==> config.mk <==
export PLATFORM = sky130hd
export DESIGN_NAME = cross_handshake_arb
export DESIGN_NICKNAME = d
export VERILOG_FILES = /design/src/rtl/cross_handshake_arb_pkg.sv /design/src/rtl/cross_handshake_arb_rr_pick.sv /design/src/rtl/cross_handshake_arb.sv
export SDC_FILE = /design/constraint.sdc
export NUM_CORES = 1
export LEC_CHECK = 0
export CAP_MARGIN = 20
export CORE_UTILIZATION = 37
export DETAILED_ROUTE_END_ITERATION = 8
export HOLD_SLACK_MARGIN = 0.12
export PLACE_DENSITY = 0.78
export SETUP_SLACK_MARGIN = 0.2
export SYNTH_ARGS = -nofsm -noshare
export SYNTH_HDL_FRONTEND = slang
export SYNTH_SLANG_ARGS = --single-unit
==> constraint.sdc <==
create_clock -name i_clk -period 1.8 [get_ports i_clk]
set_input_delay 0.27 -clock i_clk [delete_from_list [all_inputs] [get_ports i_clk]]
set_output_delay 0.27 -clock i_clk [all_outputs]
set_load 0.01 [all_outputs]
==> src/rtl/cross_handshake_arb_pkg.sv <==
// Shared types for the cross_handshake channel arbiter: FSM encoding and
// tag-width derivation.
package cross_handshake_arb_pkg;

    typedef enum logic [1:0] {
        ST_IDLE     = 2'd0,
        ST_LAUNCH   = 2'd1,
        ST_WAIT_ACK = 2'd2,
        ST_DONE     = 2'd3
    } state_t;

    // Tag width needed to name n requesters; never narrower than one bit.
    function automatic int id_width(input int n);
        return (n <= 2) ? 1 : $clog2(n);
    endfunction

endpackage

==> src/rtl/cross_handshake_arb_rr_pick.sv <==
// Combinational round-robin picker: first set request strictly after i_ptr,
// searching upward with wrap. Reusable by other channel arbiters.
module cross_handshake_arb_rr_pick #(
    parameter int NUM_REQ = 4,
    parameter int ID_W    = 2
) (
    input  logic [NUM_REQ-1:0] i_req,
    input  logic [ID_W-1:0]    i_ptr,
    output logic [ID_W-1:0]    o_idx,
    output logic               o_any
);

    always_comb begin : pick
        int              w_pos;
        logic [ID_W-1:0] w_idx;
        o_idx = '0;
        w_pos = 0;
        w_idx = '0;
        // Walk from farthest to nearest so the nearest hit is written last.
        for (int k = NUM_REQ; k >= 1; k--) begin
            w_pos = (int'(i_ptr) + k) % NUM_REQ;
            w_idx = ID_W'(w_pos);
            if (i_req[w_idx]) begin
                o_idx = w_idx;
            end
        end
        o_any = |i_req;
    end

endmodule

==> src/rtl/cross_handshake_arb.sv <==
// Round-robin arbiter sharing one cross_handshake channel among NUM_REQ
// requesters: one-cycle launch, wait for din_ack, then acknowledge the winner.
module cross_handshake_arb
    import cross_handshake_arb_pkg::*;
#(
    parameter int NUM_REQ = 4,
    parameter int DATA_W  = 32,
    parameter int ID_W    = id_width(NUM_REQ),
    parameter int TMO_W   = 10,
    parameter int CNT_W   = 16
) (
    input  logic                      i_clk,
    input  logic                      i_srst,
    input  logic [NUM_REQ-1:0]        i_req_valid,
    input  logic [NUM_REQ*DATA_W-1:0] i_req_data,
    output logic [NUM_REQ-1:0]        o_req_ack,
    output logic [ID_W+DATA_W-1:0]    o_xh_din,
    output logic                      o_xh_din_valid,
    input  logic                      i_xh_din_ack,
    output logic                      o_busy,
    output logic [ID_W-1:0]           o_grant_id,
    output logic                      o_timeout_flag,
    output logic [CNT_W-1:0]          o_xfer_count
);

    localparam logic [TMO_W-1:0] TMO_SAT = {TMO_W{1'b1}};
    localparam logic [TMO_W-1:0] TMO_PRE = {{(TMO_W-1){1'b1}}, 1'b0};

    state_t                   r_state;
    state_t                   w_state_nxt;
    logic [ID_W-1:0]          r_rr_ptr;
    logic [ID_W-1:0]          r_grant;
    logic [ID_W+DATA_W-1:0]   r_din;
    logic [TMO_W-1:0]         r_wdog;
    logic                     r_timeout;
    logic [CNT_W-1:0]         r_count;
    logic [ID_W-1:0]          w_pick_idx;
    logic                     w_pick_any;
    logic [DATA_W-1:0]        w_pick_data;

    cross_handshake_arb_rr_pick #(
        .NUM_REQ (NUM_REQ),
        .ID_W    (ID_W)
    ) u_rr_pick (
        .i_req (i_req_valid),
        .i_ptr (r_rr_ptr),
        .o_idx (w_pick_idx),
        .o_any (w_pick_any)
    );

    assign w_pick_data = i_req_data[int'(w_pick_idx)*DATA_W +: DATA_W];

    always_comb begin
        w_state_nxt = r_state;
        case (r_state)
            ST_IDLE:     if (w_pick_any) w_state_nxt = ST_LAUNCH;
            ST_LAUNCH:   w_state_nxt = ST_WAIT_ACK;
            ST_WAIT_ACK: if (i_xh_din_ack) w_state_nxt = ST_DONE;
            ST_DONE:     w_state_nxt = ST_IDLE;
            default:     w_state_nxt = ST_IDLE;
        endcase
    end

    always_ff @(posedge i_clk) begin
        if (i_srst) begin
            r_state <= ST_IDLE;
        end else begin
            r_state <= w_state_nxt;
        end
    end

    always_ff @(posedge i_clk) begin
        if (i_srst) begin
            r_rr_ptr  <= ID_W'(NUM_REQ - 1);
            r_grant   <= '0;
            r_din     <= '0;
            r_wdog    <= '0;
            r_timeout <= 1'b0;
            r_count   <= '0;
        end else begin
            case (r_state)
                ST_IDLE: begin
                    if (w_pick_any) begin
                        r_din   <= {w_pick_idx, w_pick_data};
                        r_grant <= w_pick_idx;
                    end
                end
                ST_LAUNCH: r_wdog <= '0;
                ST_WAIT_ACK: begin
                    // The channel cannot be un-launched, so saturation only flags.
                    if (r_wdog != TMO_SAT) begin
                        r_wdog <= r_wdog + 1'b1;
                        if (r_wdog == TMO_PRE) r_timeout <= 1'b1;
                    end
                end
                ST_DONE: begin
                    r_rr_ptr <= r_grant;
                    r_count  <= r_count + 1'b1;
                end
                default: ;
            endcase
        end
    end

    for (genvar g = 0; g < NUM_REQ; g++) begin : g_ack
        assign o_req_ack[g] = (r_state == ST_DONE) && (r_grant == ID_W'(g));
    end

    assign o_xh_din       = r_din;
    assign o_xh_din_valid = (r_state == ST_LAUNCH);
    assign o_busy         = (r_state != ST_IDLE);
    assign o_grant_id     = r_grant;
    assign o_timeout_flag = r_timeout;
    assign o_xfer_count   = r_count;

endmodule
# Yosys cells after proc, flatten, opt, wreduce, memory -nomap -nowiden
# Cells that the tools add are included.
[totals]
latchBits = 0
ff_bits = 67
inputBits = 135
rom_bits = 0
ramBits = 0
memories = 0
[classes]
n_lt_le_gt_ge = 4
add_sub_neg = 6
div = 0
shift = 1
mux = 17
multipliers = 0
eq_ne = 11
reduce_logical = 13
bitwise_logic = 0
[ops]
columns = ["op", "count"]
rows = [
  ["128-bit by 8-bit indexed part select with 32-bit output", 1],
  ["10-bit one-hot mux with 2 select lines", 1],
  ["16-bit by 1-bit adder with 16-bit output, second input constant", 1],
  ["2-bit by 3-bit less-than comparator with 1-bit output, second input constant", 4],
  ["2-bit 2-to-1 mux", 6],
  ["10-bit by 1-bit adder with 10-bit output, second input constant", 1],
  ["10-bit == test, second input constant", 1],
  ["10-bit 2-to-1 mux", 1],
  ["10-bit inequality test, second input constant", 1],
  ["1-bit binary-select mux with 2-bit select", 4],
  ["2-bit == test, second input constant", 4],
  ["2-bit one-hot mux with 4 select lines", 1],
  ["2-bit AND reduction", 3],
  ["2-bit by 1-bit adder with 2-bit output, second input constant", 2],
  ["2-bit adder, second input constant", 2],
  ["2-bit by 1-bit == test with 1-bit output, second input constant", 2],
  ["1-bit logical AND", 4],
  ["2-bit logical NOT", 2],
  ["1-bit 2-to-1 mux", 4],
  ["2-bit inequality test, second input constant", 2],
  ["2-bit nonzero test", 2],
  ["4-bit OR reduction", 1],
  ["3-bit AND reduction", 1],
  ["2-bit by 1-bit inequality test with 1-bit output, second input constant", 1],
]

# Longest topological paths before layout
# Gate-level depths: netlist of run 1.
[logic_depth]
word_depth = 8
depth_mapped = 9
depth_no_buf = 7

# By module
# A second synthesis of run 1 with hierarchy kept.
[hier_totals]
cells_unflattened = 386
area_unflattened_um2 = 3683.5
[by_module_without_submodules]
columns = ["module", "seq_area_each_um2", "area_each_um2", "instances", "cells_each"]
rows = [
  ["cross_handshake_arb", 1301.2, 3592.2, 1, 372],
  ["cross_handshake_arb_rr_pick", 0.0, 91.3, 1, 14],
]

# Least setup slack after synthesis of run 1
# OpenSTA, ideal clock, no wires.
[synth_path]
path_type = "register to register"
startpoint = "reg r_state[0]"
endpoint = "reg r_din[30] (netlist: o_xh_din[30])"
stages_incl_launch_ff = 9
t_arrival_ps = 1867
slack_ps = -149
required_ps = 1717
path_buffers = 1
path_cell_list = "dfxtp_1 -> inv_1 -> ha_1 -> inv_2 -> a21oi_1 -> clkbuf_1 -> nand3_1 -> mux2_1 -> o221ai_1"
[synth_between]
elab_chain_cells = 2
[synth_lines]
columns = ["element", "line_no", "rtl"]
rows = [
  ["from (decl)", "cross_handshake_arb.sv:29", "state_t r_state;"],
  ["from (signal assigned)", "cross_handshake_arb.sv:68", "r_state <= w_state_nxt;"],
  ["2-bit logical NOT", "cross_handshake_arb.sv:81", "case (r_state)"],
  ["2-bit AND reduction (no line)", "-", ""],
  ["to (signal assigned)", "cross_handshake_arb.sv:84", "r_din <= {w_pick_idx, w_pick_data};"],
  ["to (decl)", "cross_handshake_arb.sv:33", "logic [ID_W+DATA_W-1:0] r_din;"],
]
# Every way passes these cells.
# A chain may end at the register's enable or synchronous reset.

# Final worst setup path of run 1
[layout_path]
startpoint = "reg r_rr_ptr[1]"
endpoint = "reg r_din[2] (netlist: o_xh_din[2])"
[layout_between]
elab_chain_cells = 8
word_cells_on_any_way = 17
cone_classes = "add/sub (4); shift (1); mux (12)"
[layout_lines]
columns = ["element", "line_no", "rtl"]
rows = [
  ["from (decl)", "cross_handshake_arb.sv:31", "logic [ID_W-1:0] r_rr_ptr;"],
  ["from (signal assigned)", "cross_handshake_arb.sv:74", "r_rr_ptr <= ID_W'(NUM_REQ - 1);"],
  ["from (signal assigned)", "cross_handshake_arb.sv:97", "r_rr_ptr <= r_grant;"],
  ["2-bit by 1-bit adder with 2-bit output", "cross_handshake_arb_rr_pick.sv:21", "w_pos = (int'(i_ptr) + k) % NUM_REQ;"],
  ["1-bit binary-select mux with 2-bit select", "cross_handshake_arb_rr_pick.sv:23", "if (i_req[w_idx]) begin"],
  ["1-bit 2-to-1 mux (not written as such)", "cross_handshake_arb_rr_pick.sv:23", ""],
  ["2-bit 2-to-1 mux (3 in series)", "cross_handshake_arb_rr_pick.sv:23", ""],
  ["2-bit 2-to-1 mux (*)", "cross_handshake_arb_rr_pick.sv:23", ""],
  ["128-bit by 8-bit indexed part select with 32-bit output (*)", "cross_handshake_arb.sv:51", "assign w_pick_data = i_req_data[int'(w_pick_idx)*DATA_W +: DATA_W];"],
]
# Every way passes the cells marked *; elsewhere a longest branch is shown, timed or not. The select of a mux whose other input is x is not followed.

==> results by group, run 1 <==
Drt
  – Via count: ~4700
  – Routed Antenna Nets: 0
  – Vias per cell: between 5 and 6
  – 1st-iter DRT viols: 183
  – Drt pass-1 iters: 4
  – Routed Wire Length: between 15000 and 20000 um
  – DRC viols: 0
  – WL/cell: ~21 um

Final layout
  – Final Util: about three quarters
  – Ratio of cells with drive above 1 in the final layout: about a third
  – Nets: 828
  – Area delta synth->final: 96.8%
  – # diodes: 0

Global route
  – Vias in the first global route: between 4000 and 5000
  – First-pass GRT wire length: 24400 um
  – Initial antenna violation count: 0
  – Tot GR Track Use: 28.2%
  – GR Overflow Total: 0
  – Pin count of the biggest net entering global routing: 46

Synthesis
  – Adder-Cell Fraction of Synth Area: 2.29%
  – Post-synthesis mux area share: approximately an eighth
  – Gate count of the mapped netlist: 434
  – Post-synth top area share: 34.0%
  – Post-synth EDFFs: 0
  – Async set or reset register ratio after synthesis: 0%
  – Cell taking the most area after synthesis: dfxtp_1
  – Synth warn: 0
  – Synthesized area per cell: about 9 um2
  – Syn Nets: 576
  – Post-synthesis sequential element count: 65
  – Synth area leaders: dfxtp_1, mux2i_1, nor2_1, a2111oi_1, a2111oi_0
  – Simple-gate area share of the yosys netlist: 16.5%
  – Post-Synth XOR/XNOR Area: under 10%
  – Main combinational cell family by area after synthesis: compound AO/OA/AOI/OAI gates
  – Post-synth top flop: dfxtp_1
  – Yosys cell types: 49
  – Compound-gate portion of the synthesized area: 22.8%
  – Post-synthesis sequential area ratio: between 30% and 40%
  – Mapped Area: 3830 um2

CTS
  – CTS tree: yes
  – Clk sinks: 65
  – Reg clk slew, reported paths: ~0.08 ns
  – CTS Buffer Depth: 2
  – Post-CTS Hold Buffers: 0
  – Clk_lat worst skew: 0.35 ns
  – Number of buffers created by CTS: 9
  – Clock root buffer: clkbuf_8
  – H-tree levels: 3

Worst setup path
  – Crit start category: flop
  – Crit-path max FO: 7
  – Critical path class: flop to flop
  – CP Data Arrival Time: 2.19 ns
  – Setup crit end kind: flop
  – Worst Path Required: 2.04 ns

Flow run
  – Max cap viols: 0

Status
  – Failing checks: setup timing
  – Outcome: complete, but fails checks

Power
  – P_leak: 2.89 nW
  – Worst vdd ir: 0.543 mV
  – Pwr dens: 1070 nW/um2

Timing
  – Maximum clock rate: 0.513 GHz
  – Clock Skew: 0.00838 ns
  – PnR worst setup slack: -0.148 ns
  – Worst slew pin tran: 0.510 ns
  – Setup Viol. Count Final: 25
  – Final Hold Fails: 0
  – RSZ-0062 raised after global routing: true
  – Period utilisation layout: 108%
  – Max transition margin: about two thirds
  – Max Slew Vio Count: 0
  – Final Critical Period: 1.95 ns

Hold path
  – Worst hold-check path type: primary input to flop

Die
  – CORE AREA: 9910 um2
  – DIE AREA: 10800 um2
  – Initial Util: 38.6%
  – Die width: approximately 100 um
  – Site Rows: 36
  – I/O pin count: roughly 190
  – Die Y: ~100 um

Placement
  – Place WS: -0.542 ns
  – Final GP Congestion: between 0.8 and 0.9
  – DP HPWL: approximately 11000 um
  – Port Buffers: a little under 200
[where the power goes]
part           total [mW]  switching, mW  internal, mW
sequential           2.14          0.307          1.83
clock                1.14          0.581         0.555
combinational        4.82           2.23          2.59
[kinds of logic after synthesis]
group,Yosys count
and+or+nand+nor,130
AOI/OAI and AO/OA,105
DFF,65
buffers and inverters,63
muxes,48
xor gates and xnor gates,16
adders and majority gates,7
[layer usage]
metal,GRT usage [%],wire length [um]
met1,30.5,6080
met2,50.3,8710
met3,8.12,1320
met4,13.4,821
met5,0,0
[synth_stat cells, types with 2 or more instances]
master / n
a2111oi_0: 18
a2111oi_1: 17
a2111oi_2: 2
a211oi_1: 20
a21o_1: 2
a21oi_1: 12
a31oi_1: 2
and3_1: 4
buf_1: 3
buf_2: 2
buf_4: 5
buf_6: 2
buf_8: 3
clkbuf_1: 18
dfxtp_1: 65
ha_1: 7
inv_1: 29
mux2_1: 4
mux2i_1: 43
nand2_1: 16
nand2b_1: 2
nand3_1: 14
nand3b_1: 15
nand4_1: 4
nor2_1: 54
nor3_1: 8
o21ai_0: 7
o221ai_1: 14
or3_1: 8
xnor2_1: 7
xor2_1: 9
[registers in the layout, summed over array words and instances, names as in the netlist]
register,cells
r_wdog,10
o_grant_id,2
r_rr_ptr,2
o_xfer_count,16
r_state,2
o_timeout_flag,1
o_xh_din,32
[through the flow]
step                cells  hold WS, ns  area, um2  power, mW  setup TNS, ns
finish                822        0.423       7530       8.09          -1.15
global route          822        0.419       7530       8.46          -3.32
CTS                   807        0.400       6930       7.38          -1.07
detailed placement    777        0.473       6200       5.63         -15.65
global placement      777        0.467       6200       5.51         -12.93
floorplan             434        0.463       3930       3.81              0
[what timing repair did]
action                                 in CTS  in global routing
resized for setup                         135                 92
setup endpoints to repair                  64                 69
gates cloned                                3                  3
pin swaps                                  37                 41
endpoints found under the hold margin       0                  0
setup buffers                              13                 12
[cell type report]
class / count / area [um2]
Tap cell: 133 / 166
Clock inverter: 3 / 17.5
Sequential cell: 65 / 1330
Clock buffer: 11 / 151
Timing Repair Buffer: 273 / 2790
Multi-Input combinational cell: 307 / 2960
Fill cell: 647 / 2380
Inverter: 30 / 120
[worst paths after layout]
path	endpoint	start	cells after the start	slack (ns)
min	o_xh_din[28]	i_srst	3	0.42
max reg2reg	o_xh_din[2]	r_rr_ptr[1]	7	-0.15
max	o_xh_din[2]	r_rr_ptr[1]	7	-0.15
min reg2reg	o_timeout_flag	o_timeout_flag	2	0.50
[critical path, cell delays in order, from the launching register on]
cell and delay, ns:
dfxtp_4 0.38, mux2i_4 0.25, o22ai_4 0.09, buf_4 0.14
buf_4 0.17, a211oi_1 0.33, a2111oi_2 0.10, a2111oi_2 0.37
[layout by cell type (no fill, tap or decap), types with 6 or more instances in the layout]
cell type          n
clkdlybuf4s50_1  172
nor2_1            51
dfxtp_1           51
buf_4             43
mux2i_1           34
inv_1             26
buf_6             22
nand3b_1          15
a2111oi_2         15
a211oi_2          14
nand2_1           13
a2111oi_1         13
o221ai_2          12
nand3_1           11
clkbuf_8          11
dfxtp_2           10
xor2_1             9
dlygate4sd2_1      9
a21oi_1            8
a2111oi_4          7
buf_12             7
xnor2_1            6
dlymetal6s2s_1     6
(Power assumes the default switching activity.)
==> inputs of run 2 (changes only) <==
- CORE_ASPECT_RATIO: default -> 1.2
==> results by group, run 2 (synthesis gave the netlist of run 1 again) <==
Die
  – Die Y: 113 um (+9.4%)
  – CORE AREA: 10100 um2 (+1.5%)
  – Initial Util: 38.1% (-0.58 points)
  – I/O pin count: 194 (unchanged)
  – DIE AREA: 10800 um2 (about the same)
  – Site Rows: 40 (+11%)
  – Die width: 94.9 um (-8.5%)

CTS
  – CTS Buffer Depth: 2 (unchanged)
  – Clock root buffer: clkbuf_16
  – CTS tree: yes
  – Number of buffers created by CTS: 9 (unchanged)
  – Reg clk slew, reported paths: 0.05 ns (-0.03 ns)
  – H-tree levels: 3 (unchanged)
  – Clk sinks: 65 (unchanged)
  – Clk_lat worst skew: 0.32 ns (-0.03 ns)

Power
  – P_leak: 2.73 nW (-5.7%)
  – Worst vdd ir: 0.611 mV (+13%)
  – Power Total: 8.27 mW (+2.3%)
  – Pwr dens: 1150 nW/um2 (+6.8%)

Worst setup path
  – Setup crit end kind: flop
  – Worst Setup SP: r_rr_ptr[1]
  – Reg-to-Reg Start: r_rr_ptr[1]
  – Crit start category: flop
  – Crit path to: o_xh_din[4]
  – Crit-path max FO: 13 (+6)
  – Critical path class: flop to flop
  – Worst r2r dst: o_xh_din[4]
  – R2R setup slack: -0.02 ns (+0.12 ns)
  – Worst Path Required: 1.98 ns (-0.06 ns)
  – Worst r2r path cells: 5 (-2)
  – CP Data Arrival Time: 2.00 ns (-0.19 ns)

Hold path
  – WHS Path Cells: 3 (unchanged)
  – Worst hold-check path type: primary input to flop

Timing
  – Clock Skew: 0.00913 ns (+0.000752 ns)
  – PnR worst setup slack: -0.0233 ns (+0.124 ns)
  – Final Hold Fails: 0 (unchanged)
  – Worst slew pin tran: 0.426 ns (-0.0838 ns)
  – Max Slew Vio Count: 0 (unchanged)
  – Final Critical Period: 1.82 ns (-0.124 ns)
  – Max transition margin: 71.5% (+6.4 points)
  – Maximum clock rate: 0.548 GHz (+6.8%)
  – Hold_ws: 0.442 ns (+0.0188 ns)
  – Setup Viol. Count Final: 2 (-92%)
  – Period utilisation layout: 101% (-6.9 points)
  – RSZ-0062 raised after global routing: true

Placement
  – Port Buffers: 193 (unchanged)
  – Place WS: -0.512 ns (+0.0302 ns)
  – DP HPWL: 10400 um (-1.4%)
  – Final GP Congestion: 0.861 (+2.6%)

Status
  – Outcome: complete, but fails checks
  – Failing checks: setup timing

Final layout
  – Commonest non-fill, non-tap cell in the layout: clkdlybuf4s50_1
  – Area delta synth->final: 88.5%
  – Commonest cells after routing, fill and taps aside: clkdlybuf4s50_1, dfxtp_1, nor2_1, buf_4, mux2i_1
  – Largest register FFs: 32 (unchanged)
  – Ratio of cells with drive above 1 in the final layout: 26.2% (-6.1 points)
  – Nets: 812 (-1.9%)
  – # diodes: 0 (unchanged)

Drt
  – Vias per cell: 5.58 (-2.0%)
  – Routed Antenna Nets: 0 (unchanged)
  – Routed Wire Length: 15800 um (-6.8%)
  – WL/cell: 19.7 um (-4.3%)
  – DRC viols: 0 (unchanged)
  – Via count: 4466 (-4.5%)
  – Drt pass-1 iters: 4 (unchanged)
  – 1st-iter DRT viols: 194 (+6.0%)

Global route
  – Initial antenna violation count: 0 (unchanged)
  – Tot GR Track Use: 26.4% (-1.8 points)
  – Vias in the first global route: 4453 (-5.5%)
  – First-pass GRT wire length: 22000 um (-9.7%)
  – Pin count of the biggest net entering global routing: 35 (-24%)
  – GR Overflow Total: 0 (unchanged)

Flow run
  – Max cap viols: 0 (unchanged)
## run 2: final cells by class
type                       count  area (um2)
clock buffer                  13         240
clock inverter                 3        65.1
fill                         688        2840
inverter                      30         120
multi-input combinational    309        2780
sequential                    65        1330
tap                          126         158
timing repair buffer         255        2530
## run 2: stage by stage
stage	instances	TNS, ns	area [um2]	util (%)
4_1_cts	793	0	6840	68.0
6_report	801	-0.0253	7220	71.8
3_3_place_gp	761	-11.90	6160	61.2
5_1_grt	801	-0.720	7220	71.8
3_5_place_dp	761	-13.90	6160	61.2
2_1_floorplan	434	0	3930	-
## run 2: repair_timing
item / 4_1_cts / 5_1_grt
endpoints found under the hold margin: 0 / 0
pin swaps: 27 / 27
cloned: 4 / 3
endpoints found under the setup margin: 57 / 60
hold buffers: 0 / 0
resized for setup: 86 / 77
buffers inserted: 12 / 5
## run 2: metal layers
metal	up-vias	track usage [%]	routed length (um)
met1	2127	28.9	5710
li1	2093	-	-
met3	44	7.13	1410
met2	202	46.9	8050
met5	-	0	0
met4	0	11.9	610
## run 2: worst min-delay path by stage
| stage | slack (ns) | start | endpoint |
|---|---|---|---|
| after floorplan | 0.46 | r_wdog[7] | r_wdog[7] |
| after global placement | 0.48 | r_wdog[7] | r_wdog[7] |
| after detailed placement | 0.48 | o_timeout_flag | o_timeout_flag |
| after CTS | 0.45 | i_srst | o_xh_din[1] |
| after global routing | 0.45 | i_srst | o_xh_din[31] |
| final | 0.44 | i_srst | o_xh_din[31] |
## run 2: worst max-delay path, stage by stage, from the launching register on
cell and delay (ns):
dfxtp_4 0.38, mux2i_4 0.24, o22ai_4 0.11, a21o_2 0.33, a2111oi_1 0.51, a2111oi_1 0.10
## run 2: where the power goes
part,switching (mW),internal [mW]
combinational,2.01,2.32
sequential,0.294,1.83
clock,0.607,1.21
